## config.mk

```make
export PLATFORM = sky130hd
export DESIGN_NAME = uart_rx_fifo
export DESIGN_NICKNAME = d
export VERILOG_FILES = /design/src/rtl/uart_pkg.sv /design/src/rtl/sync_fifo.sv /design/src/rtl/uart_rx_fifo.sv
export SDC_FILE = /design/constraint.sdc
export NUM_CORES = 1
export LEC_CHECK = 0
export CORE_UTILIZATION = 48
export DETAILED_ROUTE_END_ITERATION = 10
export PLACE_DENSITY = 0.74
export SLEW_MARGIN = 20
export SYNTH_ARGS = -nofsm -noshare
export SYNTH_HDL_FRONTEND = slang
export SYNTH_SLANG_ARGS = --single-unit
```

## constraint.sdc

```tcl
create_clock -name clk -period 16 [get_ports clk]
set_input_delay 3.2 -clock clk [delete_from_list [all_inputs] [get_ports clk]]
set_output_delay 3.2 -clock clk [all_outputs]
set_load 0.01 [all_outputs]
```

## src/rtl/uart_pkg.sv

```systemverilog
// Shared types and constants for the UART receive path and its register window.
package uart_pkg;

  typedef enum logic [2:0] {
    IDLE  = 3'd0,
    START = 3'd1,
    DATA  = 3'd2,
    STOP  = 3'd3,
    BREAK = 3'd4
  } rx_state_t;

  localparam logic UART_STATUS = 1'b0;
  localparam logic UART_DATA   = 1'b1;

  localparam int NONEMPTY = 0;
  localparam int OVR      = 1;
  localparam int FERR     = 2;

endpackage

```

## src/rtl/sync_fifo.sv

```systemverilog
// First-word-fall-through FIFO; a push into a full FIFO is accepted only alongside a pop.
module sync_fifo #(
  parameter int WIDTH = 8,
  parameter int DEPTH = 16
) (
  input  logic             clk,
  input  logic             reset_n,
  input  logic             push,
  input  logic             pop,
  input  logic [WIDTH-1:0] din,
  output logic [WIDTH-1:0] dout,
  output logic             full,
  output logic             empty
);

  localparam int AW = $clog2(DEPTH);
  localparam logic [AW:0] FULL_CNT = (AW+1)'(DEPTH);

  logic [WIDTH-1:0] r_mem [DEPTH];
  logic [AW-1:0]    r_wr_ptr;
  logic [AW-1:0]    r_rd_ptr;
  logic [AW:0]      r_count;
  logic             r_full;
  logic             r_empty;
  logic             w_do_push;
  logic             w_do_pop;
  logic [AW:0]      w_count_nxt;

  assign w_do_pop  = pop & ~r_empty;
  assign w_do_push = push & (~r_full | w_do_pop);
  assign full      = r_full;
  assign empty     = r_empty;

  // Next occupancy, used so full/empty can be registered
  always_comb begin
    w_count_nxt = r_count;
    case ({w_do_push, w_do_pop})
      2'b10:   w_count_nxt = r_count + (AW+1)'(1);
      2'b01:   w_count_nxt = r_count - (AW+1)'(1);
      default: w_count_nxt = r_count;
    endcase
  end

  // Head byte, forced to zero while empty
  always_comb begin
    if (r_empty) begin
      dout = '0;
    end else begin
      dout = r_mem[r_rd_ptr];
    end
  end

  // Storage array
  always_ff @(posedge clk or negedge reset_n) begin
    if (!reset_n) begin
      for (int i = 0; i < DEPTH; i++) begin
        r_mem[i] <= '0;
      end
    end else if (w_do_push) begin
      r_mem[r_wr_ptr] <= din;
    end
  end

  // Pointers, count and registered flags
  always_ff @(posedge clk or negedge reset_n) begin
    if (!reset_n) begin
      r_wr_ptr <= '0;
      r_rd_ptr <= '0;
      r_count  <= '0;
      r_full   <= 1'b0;
      r_empty  <= 1'b1;
    end else begin
      if (w_do_push) begin
        r_wr_ptr <= r_wr_ptr + AW'(1);
      end
      if (w_do_pop) begin
        r_rd_ptr <= r_rd_ptr + AW'(1);
      end
      r_count <= w_count_nxt;
      r_full  <= (w_count_nxt == FULL_CNT);
      r_empty <= (w_count_nxt == (AW+1)'(0));
    end
  end

endmodule

```

## src/rtl/uart_rx_fifo.sv

```systemverilog
// 8N1 UART receiver with mid-bit sampling, a receive FIFO and a status/data bus window.
module uart_rx_fifo
  import uart_pkg::*;
#(
  parameter int DIVISOR = 723,
  parameter int DEPTH   = 16
) (
  input  logic       clk,
  input  logic       reset_n,
  input  logic       rxd,
  input  logic       bus_read,
  input  logic       bus_write,
  input  logic       bus_address,
  input  logic [7:0] bus_D,
  output logic [7:0] bus_Q,
  output logic       rx_nonempty
);

  localparam int CW   = $clog2(DIVISOR);
  localparam int HALF = DIVISOR / 2;
  localparam logic [CW-1:0] CNT_BIT  = CW'(DIVISOR - 1);
  localparam logic [CW-1:0] CNT_HALF = CW'(HALF - 1);

  logic       r_rst_meta, r_rst_sync;
  logic       r_sync1, r_rxs, r_rxs_prev;
  rx_state_t  r_state, w_state_nxt;
  logic [CW-1:0] r_cnt, w_cnt_nxt;
  logic [2:0] r_idx, w_idx_nxt;
  logic [7:0] r_shift, w_shift_nxt;
  logic       r_ovr, r_ferr;
  logic [7:0] r_bus_q, w_bus_q_nxt, w_status;
  logic       w_push, w_pop, w_ferr_set;
  logic       w_full, w_empty;
  logic [7:0] w_dout;
  logic       w_tick, w_fall, w_clr_ovr, w_clr_ferr, w_ovr_set;
  logic       w_unused_bus_d;

  assign w_tick     = (r_cnt == CW'(0));
  assign w_fall     = r_rxs_prev & ~r_rxs;
  assign w_pop      = bus_read & (bus_address == UART_DATA) & ~w_empty;
  assign w_ovr_set  = w_push & w_full & ~w_pop;
  assign w_clr_ovr  = bus_write & (bus_address == UART_STATUS) & bus_D[OVR];
  assign w_clr_ferr = bus_write & (bus_address == UART_STATUS) & bus_D[FERR];
  assign w_unused_bus_d = ^{bus_D[7:3], bus_D[0]};
  assign bus_Q       = r_bus_q;
  assign rx_nonempty = ~w_empty;

  // Reset synchronizer: asserts immediately, releases on the clock
  always_ff @(posedge clk or negedge reset_n) begin
    if (!reset_n) begin
      r_rst_meta <= 1'b0;
      r_rst_sync <= 1'b0;
    end else begin
      r_rst_meta <= 1'b1;
      r_rst_sync <= r_rst_meta;
    end
  end

  // Receive framing state machine
  always_comb begin
    w_state_nxt = r_state;
    w_cnt_nxt   = r_cnt;
    w_idx_nxt   = r_idx;
    w_shift_nxt = r_shift;
    w_push      = 1'b0;
    w_ferr_set  = 1'b0;
    case (r_state)
      IDLE: begin
        if (w_fall) begin
          w_state_nxt = START;
          w_cnt_nxt   = CNT_HALF;
        end else begin
          w_state_nxt = IDLE;
        end
      end
      START: begin
        if (!w_tick) begin
          w_cnt_nxt = r_cnt - CW'(1);
        end else if (!r_rxs) begin
          w_state_nxt = DATA;
          w_cnt_nxt   = CNT_BIT;
          w_idx_nxt   = 3'd0;
        end else begin
          w_state_nxt = IDLE;
        end
      end
      DATA: begin
        if (!w_tick) begin
          w_cnt_nxt = r_cnt - CW'(1);
        end else begin
          w_shift_nxt[r_idx] = r_rxs;
          w_cnt_nxt          = CNT_BIT;
          if (r_idx == 3'd7) begin
            w_state_nxt = STOP;
          end else begin
            w_idx_nxt = r_idx + 3'd1;
          end
        end
      end
      STOP: begin
        if (!w_tick) begin
          w_cnt_nxt = r_cnt - CW'(1);
        end else if (r_rxs) begin
          w_push      = 1'b1;
          w_state_nxt = IDLE;
        end else begin
          w_ferr_set  = 1'b1;
          w_state_nxt = BREAK;
        end
      end
      BREAK: begin
        if (r_rxs) begin
          w_state_nxt = IDLE;
        end else begin
          w_state_nxt = BREAK;
        end
      end
      default: w_state_nxt = IDLE;
    endcase
  end

  // Status word; flags read back as they were before any same-cycle write
  always_comb begin
    w_status           = 8'h00;
    w_status[NONEMPTY] = ~w_empty;
    w_status[OVR]      = r_ovr;
    w_status[FERR]     = r_ferr;
  end

  // Read data for the next cycle
  always_comb begin
    if (!bus_read) begin
      w_bus_q_nxt = 8'h00;
    end else if (bus_address == UART_STATUS) begin
      w_bus_q_nxt = w_status;
    end else begin
      w_bus_q_nxt = w_dout;
    end
  end

  // Synchronizer, FSM registers, sticky flags and read data
  always_ff @(posedge clk or negedge r_rst_sync) begin
    if (!r_rst_sync) begin
      r_sync1    <= 1'b1;
      r_rxs      <= 1'b1;
      r_rxs_prev <= 1'b1;
      r_state    <= IDLE;
      r_cnt      <= '0;
      r_idx      <= 3'd0;
      r_shift    <= 8'h00;
      r_ovr      <= 1'b0;
      r_ferr     <= 1'b0;
      r_bus_q    <= 8'h00;
    end else begin
      r_sync1    <= rxd;
      r_rxs      <= r_sync1;
      r_rxs_prev <= r_rxs;
      r_state    <= w_state_nxt;
      r_cnt      <= w_cnt_nxt;
      r_idx      <= w_idx_nxt;
      r_shift    <= w_shift_nxt;
      r_ovr      <= w_ovr_set  | (r_ovr  & ~w_clr_ovr);
      r_ferr     <= w_ferr_set | (r_ferr & ~w_clr_ferr);
      r_bus_q    <= w_bus_q_nxt;
    end
  end

  sync_fifo #(
    .WIDTH (8),
    .DEPTH (DEPTH)
  ) u_fifo (
    .clk     (clk),
    .reset_n (r_rst_sync),
    .push    (w_push),
    .pop     (w_pop),
    .din     (r_shift),
    .dout    (w_dout),
    .full    (w_full),
    .empty   (w_empty)
  );

endmodule

```

==> impl_metrics.csv <==
group,metric,value,unit
clocking,cts_post_setup_buffers_inserted,0,
yosys,synth_cells,605,
critical_path,cp_max_fo,22,
clocking,clk_pin_slew_worst_paths,0.07,ns
grt,first_global_vias,5296,
floorplanning,die_area,18500,um2
grt,grtUsageMet1,0.272,
detailed_routing,drc,0,
power,peakVddDrop,80.2,uV
run_status,status,"finished, final reports clean",
yosys,synth_largest_area_cell,"dfrtp_1",
yosys,synth_edf_count,0,
timing,hold_viol,0,
power,pwr_density_cell,124,nW/um2
clocking,hold_buffers,0,
floorplanning,initial_core_util,0.495,
clocking,cts_resized,0,
final_layout,area_delta_synth_final,11.2,%
floorplanning,ios,23,
critical_path,cp-end-kind,"flip-flop",
yosys,synth_top_area_share,0.516,
detailed_routing,detail_route.first_pass.iterations,5,
min_path,hold_class,"reg -> async",
grt,gr-max-usage-layer,"met2",
yosys,yosysWarnings,0,
timing,setup_viol,0,
grt,grt_usage,0.207,
critical_path,cp.arrival,6.76,ns
timing,finalSetupTns,0,ns
yosys,syn_nets,631,
timing,timing.fmax,156,MHz
detailed_routing,via_per_inst,5.85,
floorplanning,die_h,136,um
final_layout,final_cell_mix,"dfrtp_1 (176), mux2_2 (134), mux4_2 (38), nand2_1 (22), nor2_1 (18)",
detailed_routing,routedWlPerCell,20.3,um
yosys,ys_seq_area_frac,0.528,
placed_design,io_buffers,16,
yosys,yosys-top-cells-area,"dfrtp_1 (52%), mux2_2 (17%), mux4_2 (9.9%)",
clocking,htree_levels,4,
grt,met2_usage,0.343,
final_layout,antenna-diode-count,0,
placed_design,gp_congestion,0.826,
grt,grt_overflow,0,
final_layout,postLayoutCellArea,9600,um2
grt,grt_pass1_wl,28.6,mm
floorplanning,core,17400,um2
yosys,async_reset_ff_frac,1.00,
timing,period_needed,6.41,ns
final_layout,final_common_cell,"dfrtp_1",
floorplanning,die_width,136,um
timing,finalCritPeriodShare,0.400,
placed_design,placed_area,8960,um2
grt,antenna_found_initial,0,
clocking,clock-sinks,182,
timing,slew_headroom,0.301,
detailed_routing,drtIter0Drc,351,
clocking,cts_made_buffers,17,
power,power,1190,uW
yosys,ys_seq_elements,182,
placed_design,dp_hpwl,11.3,mm
detailed_routing,wirelength,17.2,mm
clocking,cts_tree,"yes",
timing,report.final.slew_viol_count,0,
job,cap_viol_max_count,0,
grt,grt_use_met3,0.0399,
timing,fin_skew,0.0101,ns
final_layout,final_layout_size_suffix_gt1_frac,0.375,
timing,worst_pin_slew,1.05,ns
clocking,clk_latency,0.44,ns
final_layout,final_net_count,635,
critical_path,critical_path_required,16.35,ns
grt,grt_max_degree,82,
power,p_leak,0.00441,uW
yosys,avgSynthCellArea,14.3,um2
yosys,synth_cell_types,57,
final_layout,fill_cells,1386,
clocking,cts-root-buf,"clkbuf_16",
timing,grt_setup_unrepaired,"false",
detailed_routing,ant_nets,0,
critical_path,startpoint_type,"primary input",
timing,hold_slack,0.344,ns
detailed_routing,vias,4959,
critical_path,worst-setup-path-type,"in -> reg",
yosys,synth_area,8630,um2
clocking,clockBufferDepth,2,
final_layout,fin_util,0.551,
floorplanning,rows,48,
yosys,synth_ff_type,"dfrtp_1",
## cells in the mapped netlist, types with 3 or more instances
library cell  number
a22oi_1            3
buf_2              3
buf_4              3
and3_1             4
mux4_2            38
dfstp_2            4
clkbuf_1          27
nand4_1            4
nand3_2            4
mux2_2           134
ha_1              12
xor2_1             5
mux2i_1            6
dfrtp_1          178
mux2_1             6
nor2b_1            8
o211ai_1           4
nor2_1            18
nand3b_1           3
a21oi_1           12
nand2_1           22
inv_1             10
nor3_1            10
nand3_1            8
o21ai_0           13
xnor2_1            9
nand3_4            8
and2_1             6
o21bai_1           3
nand2b_1           3
## final cells by class
class | count | area, um2 | share of cell area
Multi-Input combinational cell | 376 | 3880 | 0.404
Tap cell | 225 | 282 | 0.0293
Sequential cell | 182 | 4560 | 0.476
Inverter | 11 | 41.3 | 0.00430
Timing Repair Buffer | 21 | 201 | 0.0210
Clock buffer | 19 | 453 | 0.0472
Clock inverter | 13 | 179 | 0.0186
## final timing paths
path	start	to	slack, ns	cells past startpoint
max in group asynchronous	reset_n	r_rst_sync	12.93	1
min in group clk	r_rst_meta	r_rst_sync	0.35	0
max reg2reg	r_cnt[0]	u_fifo.full	12.21	15
min reg2reg	r_rst_sync	u_fifo.r_mem[28]	0.34	0
max	bus_address	u_fifo.full	9.59	13
min	r_rst_sync	u_fifo.r_mem[28]	0.34	0
## routing by layer
layer	vias up	routed length [um]
met5	-	0
met4	0	253
met3	20	502
met2	82	8830
met1	2627	7640
li1	2230	-
## power by group
| group | total [uW] | internal [uW] | switching [uW] |
|---|---|---|---|
| clock | 443 | 269 | 175 |
| combinational | 208 | 96.7 | 111 |
| sequential | 541 | 488 | 53.2 |
| total | 1190 | 853 | 339 |
## sequential cells by signal (all words and copies together), names as in the netlist, 3 cells and up
signal / flops
bus_Q: 8
r_cnt: 10
r_idx: 3
r_shift: 8
r_state: 3
u_fifo.r_count: 5
u_fifo.r_mem: 128
u_fifo.r_rd_ptr: 4
u_fifo.r_wr_ptr: 4
## cell families after synthesis
family,Yosys count,share of synthesized area
mux,184,0.289
flops,182,0.528
simple gates,108,0.0832
compound gates,57,0.0444
buf+inv,47,0.0231
xor+xnor,14,0.0142
fa+ha+maj,12,0.0174
other cells,1,0.000435
## metrics by stage
step	setup slack [ns]	cells
after floorplan	10.17	605
after global placement	9.29	815
after detailed placement	9.20	815
after CTS	9.59	847
after global routing	9.32	847
final	9.59	847
## worst max-delay path: stages
cell             delay, ns
clkdlybuf4s50_1       0.53
nand3_1               0.30
a211oi_4              0.33
buf_4                 0.41
inv_1                 0.13
ha_1                  0.32
xor2_1                0.20
ha_1                  0.24
mux2_2                0.27
a222oi_1              0.27
nor2_1                0.10
xor2_1                0.22
a21boi_0              0.21
Note: power is estimated with default switching activity, not from simulation.
